[src/rtl/stoch_pkg.sv]
// Shared definitions for the stochastic adder sequencer: FSM states, LFSR geometry
// and the default reload seeds of the three stream generators.
package stoch_pkg;

  typedef enum logic [1:0] {
    ST_IDLE = 2'd0,
    ST_RUN  = 2'd1,
    ST_DONE = 2'd2
  } state_e;

  localparam int LFSR_W = 8;

  // Taps for x^8+x^6+x^5+x^4+1 on a left-shifting register (bits 7,5,4,3).
  localparam logic [LFSR_W-1:0] LFSR_TAPS  = 8'hB8;
  localparam logic [LFSR_W-1:0] SEL_THRESH = 8'd127;

  localparam logic [LFSR_W-1:0] DEF_SEED_A = 8'h5A;
  localparam logic [LFSR_W-1:0] DEF_SEED_B = 8'hC3;
  localparam logic [LFSR_W-1:0] DEF_SEED_S = 8'h1F;

  function automatic logic [LFSR_W-1:0] lfsr_next(input logic [LFSR_W-1:0] q);
    return {q[LFSR_W-2:0], ^(q & LFSR_TAPS)};
  endfunction

endpackage

[src/rtl/stoch_sng.sv]
// Stochastic number generator: 8-bit Fibonacci LFSR with seed reload and a
// less-or-equal comparator against a threshold.
module stoch_sng
  import stoch_pkg::*;
#(
  parameter logic [LFSR_W-1:0] SEED = DEF_SEED_A
) (
  input  logic              clk,
  input  logic              rst,
  input  logic              load_i,
  input  logic              en_i,
  input  logic [LFSR_W-1:0] thresh_i,
  output logic              bit_o
);

  logic [LFSR_W-1:0] lfsr_q;
  logic [LFSR_W-1:0] lfsr_d;

  always_comb begin
    lfsr_d = lfsr_q;
    if (load_i) begin
      lfsr_d = SEED;
    end else if (en_i) begin
      lfsr_d = lfsr_next(lfsr_q);
    end
  end

  always_ff @(posedge clk or posedge rst) begin
    if (rst) begin
      lfsr_q <= SEED;
    end else begin
      lfsr_q <= lfsr_d;
    end
  end

  assign bit_o = (lfsr_q <= thresh_i);

endmodule

[src/rtl/stochastic_add_sequencer.sv]
// Sequencer for a mux-based stochastic adder: generates A, B and select streams
// for BIT_LENGTH cycles and counts the ones returned on y_bit.
module stochastic_add_sequencer
  import stoch_pkg::*;
#(
  parameter int          BIT_LENGTH = 128,
  parameter logic [7:0]  SEED_A     = DEF_SEED_A,
  parameter logic [7:0]  SEED_B     = DEF_SEED_B,
  parameter logic [7:0]  SEED_S     = DEF_SEED_S
) (
  input  logic                          clk,
  input  logic                          rst,
  input  logic                          start,
  input  logic [7:0]                    a_val,
  input  logic [7:0]                    b_val,
  output logic                          a_bit,
  output logic                          b_bit,
  output logic                          sel_bit,
  input  logic                          y_bit,
  output logic                          busy,
  output logic                          done,
  output logic [$clog2(BIT_LENGTH):0]   result
);

  localparam int IDX_W = $clog2(BIT_LENGTH);
  localparam int CNT_W = IDX_W + 1;

  state_e           state_q;
  logic [IDX_W-1:0] idx_q;
  logic [CNT_W-1:0] ones_q;
  logic [CNT_W-1:0] ones_d;
  logic [CNT_W-1:0] result_q;
  logic [7:0]       a_lat_q;
  logic [7:0]       b_lat_q;
  logic             busy_q;
  logic             done_q;

  logic             load;
  logic             run;
  logic             last;
  logic [2:0]       cmp;
  logic [7:0]       thresh [3];

  assign load   = (state_q == ST_IDLE) && start;
  assign run    = (state_q == ST_RUN);
  assign last   = run && (idx_q == IDX_W'(BIT_LENGTH - 1));
  assign ones_d = ones_q + CNT_W'(y_bit);

  assign thresh[0] = a_lat_q;
  assign thresh[1] = b_lat_q;
  assign thresh[2] = SEL_THRESH;

  for (genvar gi = 0; gi < 3; gi++) begin : g_sng
    localparam logic [7:0] SEED = (gi == 0) ? SEED_A : ((gi == 1) ? SEED_B : SEED_S);
    stoch_sng #(
      .SEED(SEED)
    ) u_sng (
      .clk      (clk),
      .rst      (rst),
      .load_i   (load),
      .en_i     (run),
      .thresh_i (thresh[gi]),
      .bit_o    (cmp[gi])
    );
  end

  // Stream bits come only from registered LFSR/latch state, gated by RUN.
  assign a_bit   = run & cmp[0];
  assign b_bit   = run & cmp[1];
  assign sel_bit = run & cmp[2];

  always_ff @(posedge clk or posedge rst) begin
    if (rst) begin
      state_q  <= ST_IDLE;
      idx_q    <= '0;
      ones_q   <= '0;
      result_q <= '0;
      a_lat_q  <= '0;
      b_lat_q  <= '0;
      busy_q   <= 1'b0;
      done_q   <= 1'b0;
    end else begin
      case (state_q)
        ST_IDLE: begin
          done_q <= 1'b0;
          if (start) begin
            a_lat_q  <= a_val;
            b_lat_q  <= b_val;
            idx_q    <= '0;
            ones_q   <= '0;
            result_q <= '0;
            busy_q   <= 1'b1;
            state_q  <= ST_RUN;
          end
        end
        ST_RUN: begin
          ones_q <= ones_d;
          idx_q  <= idx_q + 1'b1;
          if (last) begin
            result_q <= ones_d;
            done_q   <= 1'b1;
            state_q  <= ST_DONE;
          end
        end
        ST_DONE: begin
          done_q  <= 1'b0;
          busy_q  <= 1'b0;
          state_q <= ST_IDLE;
        end
        default: begin
          done_q  <= 1'b0;
          busy_q  <= 1'b0;
          state_q <= ST_IDLE;
        end
      endcase
    end
  end

  assign busy   = busy_q;
  assign done   = done_q;
  assign result = result_q;

endmodule

[config.mk]
export PLATFORM = sky130hd
export DESIGN_NAME = stochastic_add_sequencer
export DESIGN_NICKNAME = d
export VERILOG_FILES = /design/src/rtl/stoch_pkg.sv /design/src/rtl/stoch_sng.sv /design/src/rtl/stochastic_add_sequencer.sv
export SDC_FILE = /design/constraint.sdc
export NUM_CORES = 1
export LEC_CHECK = 0
export ABC_CLOCK_PERIOD_IN_PS = 2400
export CELL_PAD_IN_SITES_DETAIL_PLACEMENT = 0
export CELL_PAD_IN_SITES_GLOBAL_PLACEMENT = 1
export CORE_MARGIN = 10
export CORE_UTILIZATION = 44
export DETAILED_ROUTE_END_ITERATION = 10
export GPL_ROUTABILITY_DRIVEN = 0
export GPL_TIMING_DRIVEN = 0
export PLACE_DENSITY = 0.92
export SYNTH_ARGS = -nofsm -noshare
export SYNTH_HDL_FRONTEND = slang
export SYNTH_SLANG_ARGS = --single-unit
[constraint.sdc]
create_clock -name clk -period 2.4 [get_ports clk]
set_input_delay 0.48 -clock clk [delete_from_list [all_inputs] [get_ports clk]]
set_output_delay 0.48 -clock clk [all_outputs]
set_load 0.03 [all_outputs]
==> impl_results.md, run 1 <==
- Max-Cap Viols: 0
- Final nets: between 400 and 500
- Synth cell types: 38
- Stages on worst setup path: 6
- Failing checks: setup timing
- Status: complete, but fails checks
- FF-to-FF End: result[0]
- Pwr/cell area: around 1300 nW/um^2
- Post-DP HPWL: roughly 5.2 mm
- DRC: 0
- H-tree lvl count: 3
- Num CTS Buffers: 9
- Final Hold Fails: 0
- Core area: 7290 sq um
- Critical path type: flop to output port
- Final worst slack: -49.7 ps
- CTS Root Cell: clkbuf_8
- Critical Path Start: g_sng[0].u_sng.lfsr_q[5]
- Commonest cells after routing, fill and taps aside: 87 x nand2_1, 53 x dfrtp_1, 29 x nand3_1, 29 x clkdlybuf4s50_1, 25 x o21ai_0
- Crit-path max cell delay: 390 ps
- Commonest non-fill, non-tap cell in the layout: nand2_1
- Port Buffers: 32
- CTS Hold Bufs: 0
- Worst skew pair latency: about 350 ps
- Pins Over Slew Limit: 0
- HP Class: flop to flop
- Antenna diodes: 0
- CTS tree: yes
- Post-synthesis cell area: 3320 sq um
- Final ANT Viol Nets: 0
- Slowest-stage cell, CP: dfrtp_1
- Worst-margin pin slew: 652 ps
- Avg Cell Area, Syn: 9.40 sq um
- Cell chain of the critical path: ha_1 -> a211o_1 -> a211oi_2 -> nand2b_1 -> o21ai_1 -> buf_4
- CP top delay family: compound AO/OA/AOI/OAI gates
- Total Neg Setup Slack: -49.7 ps
- Initial antenna violation count: 0
- Pre-CTS worst setup slack: -272 ps
- Crit path max fanout: 2
- Post-synthesis net count: 393
- Crit end category: output port
- Grt total ovfl: 0
- Starting Density: 45.5%
- Worst vdd ir: 0.463 mV
- Share of cells above drive strength 1: 12.6%
- Vias/cell: roughly 5.2
- Final setup vio count: 1
- R2r setup slk: 670 ps
- Clock Path Buffers: 2
- CP Capture Point: a_bit
- Final Cycle Share: 102%
- Leakage power total: between 1.5 and 2 nW
- Die footprint: between 10,000 and 15,000 sq um
- Critical Path Source Type: flop
- Worst Path Required: around 1900 ps
- R2R Path Start: idx_q[0]
- Unrepaired setup endpoints after global routing: true
- Avg WL per Cell: 15.0 um
- Non-Filler Instances: 505
- Final instance area: 4030 sq um
- Routed via count: 2,622
- Num rows: 31
- Hold_ws: 477 ps
- Area after DPL: 3780 sq um
- FF+latch count, synth: 67
- First-pass GRT wire length: 12.7 mm
- Final Critical Period: 2450 ps
- DP Cell Count: 485
- Starting DRT DRC Count: 161
- Detailed-router iteration count before antenna repair: 4
- Synth warn: 0
- Area Growth Syn to Fin: 21.3%
- Crit path buf inv count: 1
- Worst Skew: 10.2 ps
- Largest net degree at the start of global routing: 42
- Max-slew headroom: 56.4%
- Number of global-route vias before repair: 2,610
- Sequential share of the synthesized area: 51.0%
- Routed wire length: 7.60 mm
- Fmax: 408 MHz
- Mapped Cells: about 350
- I/O pins: 33
- Clock sinks: between 60 and 70
- WP data arrival: 1970 ps
- Die width: between 100 and 150 um
- Die height: 107 um
- R2R cell count: 5
- Gr usage total: approximately 14%
- Worst-path clk slew: roughly 70 ps
-- worst reg2reg max path, delay by kind of cell, from the launching register on --
| kind | cells | cell delay (ps) |
|---|---|---|
| flip-flops | 1 | 400 |
| AO/OA/AOI/OAI | 2 | 450 |
| AND/OR/NAND/NOR | 2 | 560 |
| adder cells (fa/ha/maj) | 1 | 200 |
-- layout make-up --
class / count / area (sq um)
flip-flops and latches: 67 / 1690
plain buffers: 18 / 92.6
clock inverters: 5 / 77.6
clock buffers: 11 / 131
inverters: 23 / 86.3
fillers: 650 / 3270
repair buffers: 37 / 360
multi-input cells: 245 / 1460
well taps: 99 / 124
-- how the worst min path moves through the flow --
stage | start | endpoint | slack, ps | cells after the start
final | g_sng[2].u_sng.lfsr_q[6] | g_sng[2].u_sng.lfsr_q[7] | 480 | 2
after global routing | g_sng[2].u_sng.lfsr_q[6] | g_sng[2].u_sng.lfsr_q[7] | 500 | 2
after CTS | g_sng[2].u_sng.lfsr_q[6] | g_sng[2].u_sng.lfsr_q[7] | 480 | 2
after detailed placement | g_sng[2].u_sng.lfsr_q[6] | g_sng[2].u_sng.lfsr_q[7] | 470 | 2
after global placement | g_sng[2].u_sng.lfsr_q[6] | g_sng[2].u_sng.lfsr_q[7] | 450 | 2
after floorplan | g_sng[2].u_sng.lfsr_q[6] | g_sng[2].u_sng.lfsr_q[7] | 440 | 2
-- per-stage QoR --
| stage | utilization (%) | power [mW] |
|---|---|---|
| after detailed placement | 51.9 | 3.99 |
| after CTS | 54.9 | 5.01 |
| after global routing | 55.2 | 5.49 |
| after global placement | 51.6 | 3.89 |
| after floorplan | - | 3.41 |
| final | 55.2 | 5.07 |
-- routing by layer --
metal	GRT usage (%)	vias to the layer above	wire length, um
met5	0	-	0
met1	17.6	1258	3550
met3	3.83	17	328
li1	-	1289	-
met4	7.06	0	224
met2	21.5	58	3490
-- logic make-up after synthesis --
family	Yosys count	synth area share (%)
and+or+nand+nor	147	19.1
muxes	2	0.641
AOI/OAI and AO/OA	61	12.6
buffers and inverters	41	5.20
DFF	67	51.0
adders and majority gates	20	7.54
xor gates and xnor gates	15	3.96
-- power breakdown --
group	total [mW]	switching (mW)	leakage [nW]	internal, mW
registers	1.99	0.316	0.816	1.67
logic	2.07	1.12	0.911	0.944
clock network	1.02	0.434	0.103	0.582
-- synthesized netlist by cell type --
cell type  instances  area [sq um]
mux2i_1            1          10.0
and3_1             1          6.26
o31ai_1            2          15.0
dfrtp_1           54          1350
a211o_1            1          8.76
nand2b_1           2          12.5
dfstp_2           13           342
nor3_1             2          10.0
nand3_1           29           145
o211ai_1           6          45.0
nand2_1           87           327
or3_1              1          6.26
ha_1              20           250
a22o_1             6          52.6
nor4_1             1          6.26
nand4_1            5          31.3
o221a_2            1          11.3
o41a_1             1          11.3
inv_1             23          86.3
o21a_1             3          22.5
a21o_1             2          15.0
o31ai_2            5          62.6
nor3b_1            1          7.51
mux2_2             1          11.3
or3b_1             1          8.76
o21ai_0           26           130
clkbuf_1           9          33.8
a21oi_1            6          30.0
o22ai_1            1          6.26
buf_2              3          15.0
nor2_1            14          52.6
buf_1              4          15.0
xor2_1             2          17.5
xnor2_1           13           114
nor2b_1            2          12.5
a211oi_1           1          7.51
nand3b_1           1          7.51
buf_6              2          22.5
-- flip-flops by register name, indices dropped and copies added, names as in the netlist --
signal / flops
result: 8
idx_q: 7
a_lat_q: 8
busy: 1
b_lat_q: 8
state_q: 2
done: 1
g_sng.u_sng.lfsr_q: 24
ones_q: 8
-- what timing repair did --
action	in CTS	in global routing
pin swaps	0	3
setup buffers	1	3
gates resized for setup	17	6
endpoints found under the setup margin	3	3
Power figures use the tool's default switching activity.
==> run 2: changes to the inputs <==
Settings changed: CORE_UTILIZATION 44 to 40, PLACE_DENSITY 0.92 to 0.85.
==> impl_results.md, run 2 (same netlist as run 1, synthesis figures left out) <==
- H-tree lvl count: 3
- Die footprint: 12,300 sq um
- CTS Root Cell: clkbuf_8
- Final Hold Fails: 0
- Status: complete, but fails checks
- Port Buffers: 32
- Crit path max fanout: 3
- Routed via count: 2,623
- Num rows: 33
- Clock sinks: 67
- Pins Over Slew Limit: 0
- Final setup vio count: 1
- Antenna diodes: 0
- Max-slew headroom: 44.3%
- WP data arrival: 1920 ps
- CTS tree: yes
- Max FFs per register: 24
- Critical path type: flop to output port
- Crit end category: output port
- Clock Path Buffers: 2
- Total Neg Setup Slack: -1.20 ps
- Starting DRT DRC Count: between 100 and 150
- Failing checks: setup timing
- Num CTS Buffers: 9
- Share of cells above drive strength 1: between 10% and 20%
- Gr usage total: around an eighth
- Max-Cap Viols: 0
- Final Critical Period: 2400 ps
- Critical Path Source Type: flop
- Grt total ovfl: 0
- Largest Register: g_sng.u_sng.lfsr_q
- Area Growth Syn to Fin: 21.4%
- Worst Path Required: 1920 ps
- Final worst slack: -1.20 ps
- Largest net degree at the start of global routing: 68
- Worst Skew: 7.50 ps
- Initial antenna violation count: 0
- Commonest cells after routing, fill and taps aside: 87 x nand2_1, 53 x dfrtp_1, 29 x clkdlybuf4s50_1
- DRC: 0
- Leakage power total: 1.81 nW
- # fillers: between 700 and 800
- Worst-margin pin slew: 835 ps
- Pwr/cell area: between 1000 and 1500 nW/um^2
- Worst-path clk slew: 70 ps
- Starting Density: 40.8%
- I/O pins: 33
- Routed wire length: between 7 and 8 mm
- Vias/cell: between 5 and 6
- Worst skew pair latency: 340 ps
- Final ANT Viol Nets: 0
- Final Cycle Share: 100%
- Unrepaired setup endpoints after global routing: true
- First-pass GRT wire length: approximately 13 mm
- Avg WL per Cell: 14.9 um
- Final nets: 439
- Detailed-router iteration count before antenna repair: 4
- Commonest non-fill, non-tap cell in the layout: nand2_1
- HP Class: flop to flop
- Total power: roughly 5.0 mW
- Die width: 111 um
- Fmax: 416 MHz
- Number of global-route vias before repair: 2,660
- Die height: 111 um
- Post-layout util: 49.5%
- Core area: 8130 sq um
- Post-DP HPWL: 5.17 mm
- Worst vdd ir: between 0.3 and 0.4 mV
## run 2: cell count changes in the layout (fill, tap and decap cells not counted), sizes merged
cell,change
buf,-3
bufinv,-2
clkinvlp,-1
clkbuf,+4
## run 2: power by group
| group | total [mW] | internal [mW] | switching (mW) |
|---|---|---|---|
| Sequential | 2.00 | 1.67 | 0.327 |
| Combinational | 2.13 | 0.994 | 1.13 |
| Clock | 0.839 | 0.430 | 0.409 |
| Total | 4.97 | 3.09 | 1.87 |
## run 2: per-layer routing
layer | wire (um) | vias up | track usage (%)
met5 | 0 | - | 0
met4 | 160 | 0 | 6.51
met3 | 307 | 12 | 2.54
met2 | 3540 | 48 | 19.7
met1 | 3560 | 1278 | 16.5
li1 | - | 1285 | -
## run 2: final cells by class
type	count	area (sq um)	area share (%)
Clock inverter	2	10.0	0.248
Tap cell	105	131	3.26
Timing Repair Buffer	35	333	8.26
Buffer	18	92.6	2.30
Inverter	23	88.8	2.20
Multi-Input combinational cell	245	1520	37.7
Clock buffer	14	163	4.04
Sequential cell	67	1690	42.0
## run 2: what timing repair did
item	4_1_cts	5_1_grt
buffers inserted	1	2
setup endpoints to repair	3	3
pin swaps	0	5
hold buffers	0	0
resized for setup	15	14
## run 2: per-stage QoR
stage,area (sq um),cells,setup slack [ps],hold slack (ps)
after global placement,3770,490,-932,452
final,4030,509,-1.20,477
after CTS,3950,507,-47.7,476
after floorplan,3320,353,174,438
after detailed placement,3770,490,-329,473
after global routing,4030,509,-69.2,497
## run 2: worst paths after layout
kind | from | to | slack (ps) | cells past startpoint
max in group asynchronous | rst | state_q[1] | 1140 | 2
min reg2reg | idx_q[5] | idx_q[5] | 480 | 1
max | g_sng[0].u_sng.lfsr_q[6] | a_bit | -1 | 6
min in group asynchronous | rst | result[6] | 670 | 2
max reg2reg | idx_q[0] | result[1] | 670 | 5
min | idx_q[5] | idx_q[5] | 480 | 1
## run 2: worst max-delay path, cell delays in order, from the launching register on
cell	delay (ps)
dfstp_2	560
ha_4	200
o21a_1	180
a211oi_2	270
nand2b_1	80
o21ai_1	120
buf_4	170
==> run 3: changes to the inputs <==
Settings changed: GPL_ROUTABILITY_DRIVEN 0 to unset.
==> results of run 3 <==
Final layout, timing and power as in run 2 (identical DEF).
